==> src/rtl/registro_cursor.sv <==
// Two-axis board cursor with absolute load, single-step moves (wrap or saturate),
// and a confirm/ack handshake that freezes and presents the committed move.
module registro_cursor #(
    parameter int WIDTH     = 3,
    parameter int MAX_COORD = 2,
    parameter int INIT_X    = 0,
    parameter int INIT_Y    = 0,
    parameter int WRAP      = 1,
    parameter int CNT_W     = 4
) (
    input  logic             clk,
    input  logic             reset,
    input  logic             carga,
    input  logic [WIDTH-1:0] valor_x,
    input  logic [WIDTH-1:0] valor_y,
    input  logic             mover_izq,
    input  logic             mover_der,
    input  logic             mover_arr,
    input  logic             mover_aba,
    input  logic             confirmar,
    input  logic             ack,
    output logic [WIDTH-1:0] salida_x,
    output logic [WIDTH-1:0] salida_y,
    output logic [WIDTH-1:0] jugada_x,
    output logic [WIDTH-1:0] jugada_y,
    output logic             jugada_valida,
    output logic             ocupado,
    output logic [CNT_W-1:0] contador_jugadas
);

    typedef enum logic {
        LIBRE     = 1'b0,
        PENDIENTE = 1'b1
    } estado_t;

    localparam logic [WIDTH-1:0] MAXC    = WIDTH'(MAX_COORD);
    localparam logic [CNT_W-1:0] CNT_MAX = '1;

    estado_t          estado_q, estado_d;
    logic [WIDTH-1:0] x_q, x_d, y_q, y_d;
    logic [WIDTH-1:0] jx_q, jx_d, jy_q, jy_d;
    logic [CNT_W-1:0] cnt_q, cnt_d;

    // One step along an axis; opposing requests cancel. Edges use MAX_COORD, not 2**WIDTH.
    function automatic logic [WIDTH-1:0] paso(input logic [WIDTH-1:0] v,
                                              input logic dec, input logic inc);
        logic [WIDTH-1:0] r;
        r = v;
        if (inc && !dec) begin
            if (v >= MAXC) r = (WRAP != 0) ? '0 : MAXC;
            else           r = v + 1'b1;
        end else if (dec && !inc) begin
            if (v == '0) r = (WRAP != 0) ? MAXC : '0;
            else         r = v - 1'b1;
        end
        return r;
    endfunction

    function automatic logic [WIDTH-1:0] limita(input logic [WIDTH-1:0] v);
        return (v > MAXC) ? MAXC : v;
    endfunction

    always_comb begin
        estado_d = estado_q;
        x_d      = x_q;
        y_d      = y_q;
        jx_d     = jx_q;
        jy_d     = jy_q;
        cnt_d    = cnt_q;
        case (estado_q)
            LIBRE: begin
                if (carga) begin
                    x_d = limita(valor_x);
                    y_d = limita(valor_y);
                end else if (confirmar) begin
                    jx_d     = x_q;
                    jy_d     = y_q;
                    estado_d = PENDIENTE;
                end else begin
                    x_d = paso(x_q, mover_izq, mover_der);
                    y_d = paso(y_q, mover_arr, mover_aba);
                end
            end
            PENDIENTE: begin
                if (ack) begin
                    estado_d = LIBRE;
                    if (cnt_q != CNT_MAX) cnt_d = cnt_q + 1'b1;
                end
            end
            default: estado_d = LIBRE;
        endcase
    end

    always_ff @(posedge clk) begin
        if (reset) begin
            estado_q <= LIBRE;
            x_q      <= WIDTH'(INIT_X);
            y_q      <= WIDTH'(INIT_Y);
            jx_q     <= '0;
            jy_q     <= '0;
            cnt_q    <= '0;
        end else begin
            estado_q <= estado_d;
            x_q      <= x_d;
            y_q      <= y_d;
            jx_q     <= jx_d;
            jy_q     <= jy_d;
            cnt_q    <= cnt_d;
        end
    end

    assign salida_x         = x_q;
    assign salida_y         = y_q;
    assign jugada_x         = jx_q;
    assign jugada_y         = jy_q;
    assign jugada_valida    = (estado_q == PENDIENTE);
    assign ocupado          = (estado_q == PENDIENTE);
    assign contador_jugadas = cnt_q;

endmodule

==> config.mk <==
export PLATFORM = sky130hd
export DESIGN_NAME = registro_cursor
export DESIGN_NICKNAME = d
export VERILOG_FILES = /design/src/rtl/registro_cursor.sv
export SDC_FILE = /design/constraint.sdc
export NUM_CORES = 1
export LEC_CHECK = 0
export ABC_AREA = 1
export CAP_MARGIN = 20
export CELL_PAD_IN_SITES_DETAIL_PLACEMENT = 2
export CELL_PAD_IN_SITES_GLOBAL_PLACEMENT = 2
export CORE_MARGIN = 3
export CORE_UTILIZATION = 23
export CTS_CLUSTER_SIZE = 40
export DETAILED_ROUTE_END_ITERATION = 7
export PLACE_DENSITY_LB_ADDON = 0.05
export SLEW_MARGIN = 0
export SYNTH_ARGS = -nofsm -noshare
export SYNTH_HDL_FRONTEND = slang
export SYNTH_SLANG_ARGS = --single-unit
==> constraint.sdc <==
create_clock -name clk -period 1.4 [get_ports clk]
set_input_delay 0.14 -clock clk [delete_from_list [all_inputs] [get_ports clk]]
set_output_delay 0.14 -clock clk [all_outputs]
set_load 0.05 [all_outputs]
==> results of run 1 <==
state kept, by name (all words and copies together) (netlist names):
signal            flops
jugada_x              3
salida_x              3
jugada_valida         1
jugada_y              3
contador_jugadas      4
salida_y              3
synthesized netlist by cell type:
library cell / instances / area, um^2
nor3_1: 1 / 5.00
clkinv_1: 4 / 15.0
nand4_1: 1 / 6.26
nor2_2: 1 / 6.26
dfxtp_1: 17 / 340
inv_1: 21 / 78.8
a21oi_4: 1 / 16.3
nand2_2: 1 / 6.26
clkbuf_1: 1 / 3.75
buf_2: 1 / 5.00
buf_4: 1 / 7.51
ha_1: 8 / 100
a21oi_1: 13 / 65.1
nand3_1: 15 / 75.1
o21ai_1: 2 / 10.0
nor2_1: 25 / 93.8
o21ai_0: 11 / 55.1
a31oi_1: 1 / 6.26
xor2_1: 1 / 8.76
inv_2: 1 / 3.75
nand2_1: 33 / 124
logic make-up (layout without fill, tap and decap cells):
kind of cell / Yosys count / after routing
buffers and inverters: 29 / 72
adders and majority gates: 8 / 8
xor gates and xnor gates: 1 / 1
DFF: 17 / 17
and+or+nand+nor: 77 / 77
AOI/OAI and AO/OA: 28 / 28
power breakdown:
part | internal [mW] | switching [mW]
clock | 0.197 | 0.171
sequential | 0.518 | 0.0340
combinational | 0.246 | 0.333
total | 0.961 | 0.538
per-layer routing:
layer / track usage [%] / share of wire [%]
met3: 1.24 / 3.2
met2: 23.5 / 46
met5: 0 / 0
met1: 17.9 / 49
met4: 4.92 / 1.3
final cells by class:
cell class / count / area [um^2]
clock buffer: 3 / 41.3
clock inverter: 1 / 5.00
fill: 487 / 2500
inverter: 26 / 97.6
multi-input combinational: 114 / 597
sequential: 17 / 353
tap: 50 / 62.6
timing repair buffer: 42 / 513
final timing paths:
check                                                 startpoint                                to  cells after the start
worst max-delay path                    salida_x[1]$_SDFFE_PP0P_          salida_x[1]$_SDFFE_PP0P_                      8
worst min-delay path            contador_jugadas[0]$_SDFFE_PP0P_  contador_jugadas[0]$_SDFFE_PP0P_                      1
worst max register to register          salida_x[1]$_SDFFE_PP0P_          salida_x[1]$_SDFFE_PP0P_                      8
worst min register to register  contador_jugadas[0]$_SDFFE_PP0P_  contador_jugadas[0]$_SDFFE_PP0P_                      1
critical path, stage by stage (launching register included):
cell and delay (ns):
dfxtp_4 0.38, inv_1 0.10, ha_1 0.30, nand2_1 0.08, nand2_1 0.06, nand3_1 0.09
nand3_1 0.08, nand2_1 0.07, inv_1 0.04
repair_timing:
item                                    in CTS  in global routing
hold endpoints to repair                     0                  0
resized for setup                            0                  8
endpoints found under the setup margin       0                  5
metrics by stage:
step / setup TNS (ns) / hold slack (ns) / utilization (%) / power [mW]
6_report: 0 / 0.482 / 40.0 / 1.50
4_1_cts: 0 / 0.513 / 39.4 / 1.51
5_1_grt: -0.00164 / 0.519 / 40.0 / 1.60
3_3_place_gp: -0.276 / 0.485 / 38.3 / 1.12
3_5_place_dp: -0.639 / 0.498 / 38.3 / 1.14
2_1_floorplan: -0.0249 / 0.205 / - / 0.870
==> results.cfg, run 1 <==
[floorplan]
die_height_um = 73.0
dieArea_mm2 = 0.00533
core_area_mm2 = 0.00417
die_width_um = 73.0
start_util_pct = 24.7
rows = 23
ios = 33

[drt]
drt-initial-drc-count = 21
num_vias = 1171
finalWirelength_mm = 3.45
final_antenna_net_count = 0
via_per_inst = 4.63
drt_pass1_iterations = 4
drc_errors = 0
wl_per_cell_um = 13.6

[grt]
grt.overflow.total = 0
grt_first_pass_wirelength_mm = 5.80
grt_max_degree = 13
grt_usage_pct = 13.8
antenna_found_initial = 0
grt_pass1_vias = 1283

[clocking]
cts.hold.buffers_added = 0
cts_setup_buffers = 0
cts_sinks = 17
clk_path_buf_depth = 2
path_clk_slew_ns = 0.07
cts_tree = done
ctsHtreeMaxLevel = 1
cts_made_buffers = 3
worstSkewPairLatency_ns = 0.25
cts_root_buffer = clkbuf_8

[cells_and_area]
layout_common_cells = nand2_1, nor2_1, inv_1, nand3_1, buf_4
mostFrequentLayoutCell = nand2_1
area_delta_synth_final_pct = 61.7
antenna_cells = 0
drive_gt1_share_pct = 23.2
final_area_mm2 = 0.00167
fin_nets = 227
final_cells = 253

[timing]
slew_headroom_pct = 76.4
fin_ws_ns = 0.0994
min_period_ns = 1.30
max_freq_ghz = 0.769
rsz0062_at_grt = true
setup_violations = 0
period_share_pct = 92.9
hold_viol = 0
tightestPinTransition_ns = 0.353
fin_skew_ns = 0.00357
final_max_slew_viol_count = 0

[critical_path]
worstPathRequired_ns = 1.55
cp-start-kind = flip-flop
cp-end-kind = flip-flop
worst_ep_arrival_time_ns = 1.46
critPathMaxFanout = 4
r2r_slack_ns = 0.1
critical_path_class = reg -> reg

[synthesis]
ys_ff_latch = 17
syn-num-nets = 183
synth_top_family_by_area = simple AND/OR/NAND/NOR gates
synthCells = 160
synthMuxAreaShare_pct = 0
yosysSeqAreaShare_pct = 33.0
synth-xor-area-share_pct = 0.848
synthSimpleGateAreaFrac_pct = 30.7
avgSynthCellArea_um2 = 6.45
yosysWarnings = 0
synth_compound_area_share_pct = 14.8
yosysUniqueCellTypes = 21
synth_area_mm2 = 0.00103
synthAdderAreaFrac_pct = 9.70

[place]
place_ws_ns = -0.0975
numPortBuffers = 32
dpl-instance-area_mm2 = 0.00160
dp_hpwl_mm = 2.96
dp_cells = 249
routabilityCongestion = 0.730

[power]
powerDensity_mw_per_mm2 = 899
peakVddDrop_mv = 0.246
p_leak_nw = 0.796

[flow_run]
maxCapViolCount = 0

[run_status]
status = finished, final reports clean

[worst_hold_path]
hold_class = reg -> reg
Power figures use the tool's default switching activity.
==> run 2: changes to the inputs <==
Settings changed: CORE_MARGIN 3 to 2.
==> results.cfg, run 2 (synthesis results as in run 1) <==
[run_status]
status = finished, final reports clean

[timing]
hold_viol = 0
fin_ws_ns = 0.121
tightestPinTransition_ns = 0.355
period_share_pct = 91.4
max_freq_ghz = 0.782
setup_violations = 0
final_max_slew_viol_count = 0
rsz0062_at_grt = false
min_period_ns = 1.28
fin_skew_ns = 0.00284
slew_headroom_pct = 76.3

[floorplan]
core_area_mm2 = 0.00432
start_util_pct = 23.9
rows = 24
die_width_um = 71.0
dieArea_mm2 = 0.00504
die_height_um = 71.0
ios = 33

[critical_path]
r2r_slack_ns = 0.12
critPathMaxFanout = 4
critical_path_class = reg -> reg
worst-path-buf-inv = 1
worst_ep_arrival_time_ns = 1.46
cp-end-kind = flip-flop
cp_top_family = flip-flops
timing.rr.end = salida_x[0]$_SDFFE_PP0P_
path_cells = inv_1, ha_1, nand2_1, nand2_1, a21oi_1, nor2_2, nor2_1
worstPathRequired_ns = 1.58
r2r_cells = 7
crit_slowest_cell = dfxtp_4
slowest_delay_ns = 0.38
cp-start-kind = flip-flop
cpMostUsedCell = nand2_1
crit-reg2reg-launch = salida_x[0]$_SDFFE_PP0P_

[grt]
grt_max_degree = 13
grt_usage_pct = 14.9
antenna_found_initial = 0
grt_first_pass_wirelength_mm = 6.00
grt_pass1_vias = 1269
grt.overflow.total = 0

[power]
totalPowerFinal_mw = 1.50
p_leak_nw = 0.789
powerDensity_mw_per_mm2 = 904
peakVddDrop_mv = 0.488

[worst_hold_path]
min_to = contador_jugadas[0]$_SDFFE_PP0P_
holdCritStartpoint = contador_jugadas[0]$_SDFFE_PP0P_
hold_depth = 1
hold_class = reg -> reg

[clocking]
clk_path_buf_depth = 2
cts_root_buffer = clkbuf_8
cts_sinks = 17
cts_resized = 0
cts.hold.buffers_added = 0
worstSkewPairLatency_ns = 0.25
path_clk_slew_ns = 0.06
cts_tree = done
cts_setup_buffers = 0
ctsHtreeMaxLevel = 1
cts_made_buffers = 3

[place]
dp_cells = 250
numPortBuffers = 32
routabilityCongestion = 0.777
dp_hpwl_mm = 2.98
place_ws_ns = -0.155

[drt]
drc_errors = 0
finalWirelength_mm = 3.49
drt-initial-drc-count = 13
num_vias = 1170
drt_pass1_iterations = 4
final_antenna_net_count = 0
wl_per_cell_um = 13.8
via_per_inst = 4.61

[flow_run]
maxCapViolCount = 0

[cells_and_area]
post-route-util_pct = 38.3
multi_input_area_um2 = 593
seq_area_um2 = 350
antenna_cells = 0
mostFrequentLayoutCell = nand2_1
drive_gt1_share_pct = 22.3
final_cells = 254
largest_register_ffs = 4
layout_common_cells = nand2_1, nor2_1, inv_1, nand3_1
n_fill_cell = 507
fin_nets = 226
area_delta_synth_final_pct = 60.5
run 2: cell types whose count changed in the layout (fill, tap and decap cells not counted), sizes merged:
| cell | change |
|---|---|
| clkinv | -1 |
| buf | -1 |
| clkbuf | +1 |
run 2: how the worst max path moves through the flow:
stage,end,startpoint,cells after the start
floorplan,salida_y[1]$_SDFFE_PP0P_,salida_y[0]$_SDFFE_PP0P_,9
global placement,jugada_x[2]$_SDFFE_PP0P_,carga,7
detailed placement,jugada_y[1]$_SDFFE_PP0P_,carga,7
CTS,salida_x[0]$_SDFFE_PP0P_,salida_x[0]$_SDFFE_PP0P_,7
global route,salida_x[1]$_SDFFE_PP0P_,salida_x[1]$_SDFFE_PP0P_,8
finish,salida_x[0]$_SDFFE_PP0P_,salida_x[0]$_SDFFE_PP0P_,7
run 2: area by class of cell:
cell class	instances	area share, %
tap	52	3.93
timing repair buffer	41	30.5
clock buffer	4	2.72
inverter	26	5.89
multi-input combinational	114	35.8
sequential	17	21.1
run 2: layer usage:
metal / part of all wire (%) / global-route usage [%] / vias up / routed length [um]
li1: - / - / 589 / -
met1: 41 / 16.8 / 556 / 1430
met2: 54 / 28.6 / 21 / 1890
met3: 3.6 / 2.99 / 4 / 126
met4: 1.3 / 3.35 / 0 / 46
met5: 0 / 0 / - / 0
run 2: worst reg2reg max path: stages (launching register included):
cell and delay (ns):
dfxtp_4 0.38, inv_1 0.10, ha_1 0.19, nand2_1 0.09, nand2_1 0.07, a21oi_1 0.23, nor2_2 0.06, nor2_1 0.09
run 2: power by group:
group / switching, mW / internal, mW / total [mW]
Clock: 0.167 / 0.202 / 0.369
Sequential: 0.0341 / 0.519 / 0.553
Combinational: 0.329 / 0.246 / 0.576
run 2: through the flow:
step           setup TNS [ns]  hold WS (ns)  instance area (um^2)
4_1_cts                     0         0.514                  1640
6_report                    0         0.505                  1660
3_3_place_gp           -0.177         0.481                  1590
5_1_grt                     0         0.535                  1660
2_1_floorplan         -0.0249         0.205                  1040
3_5_place_dp           -0.931         0.505                  1590
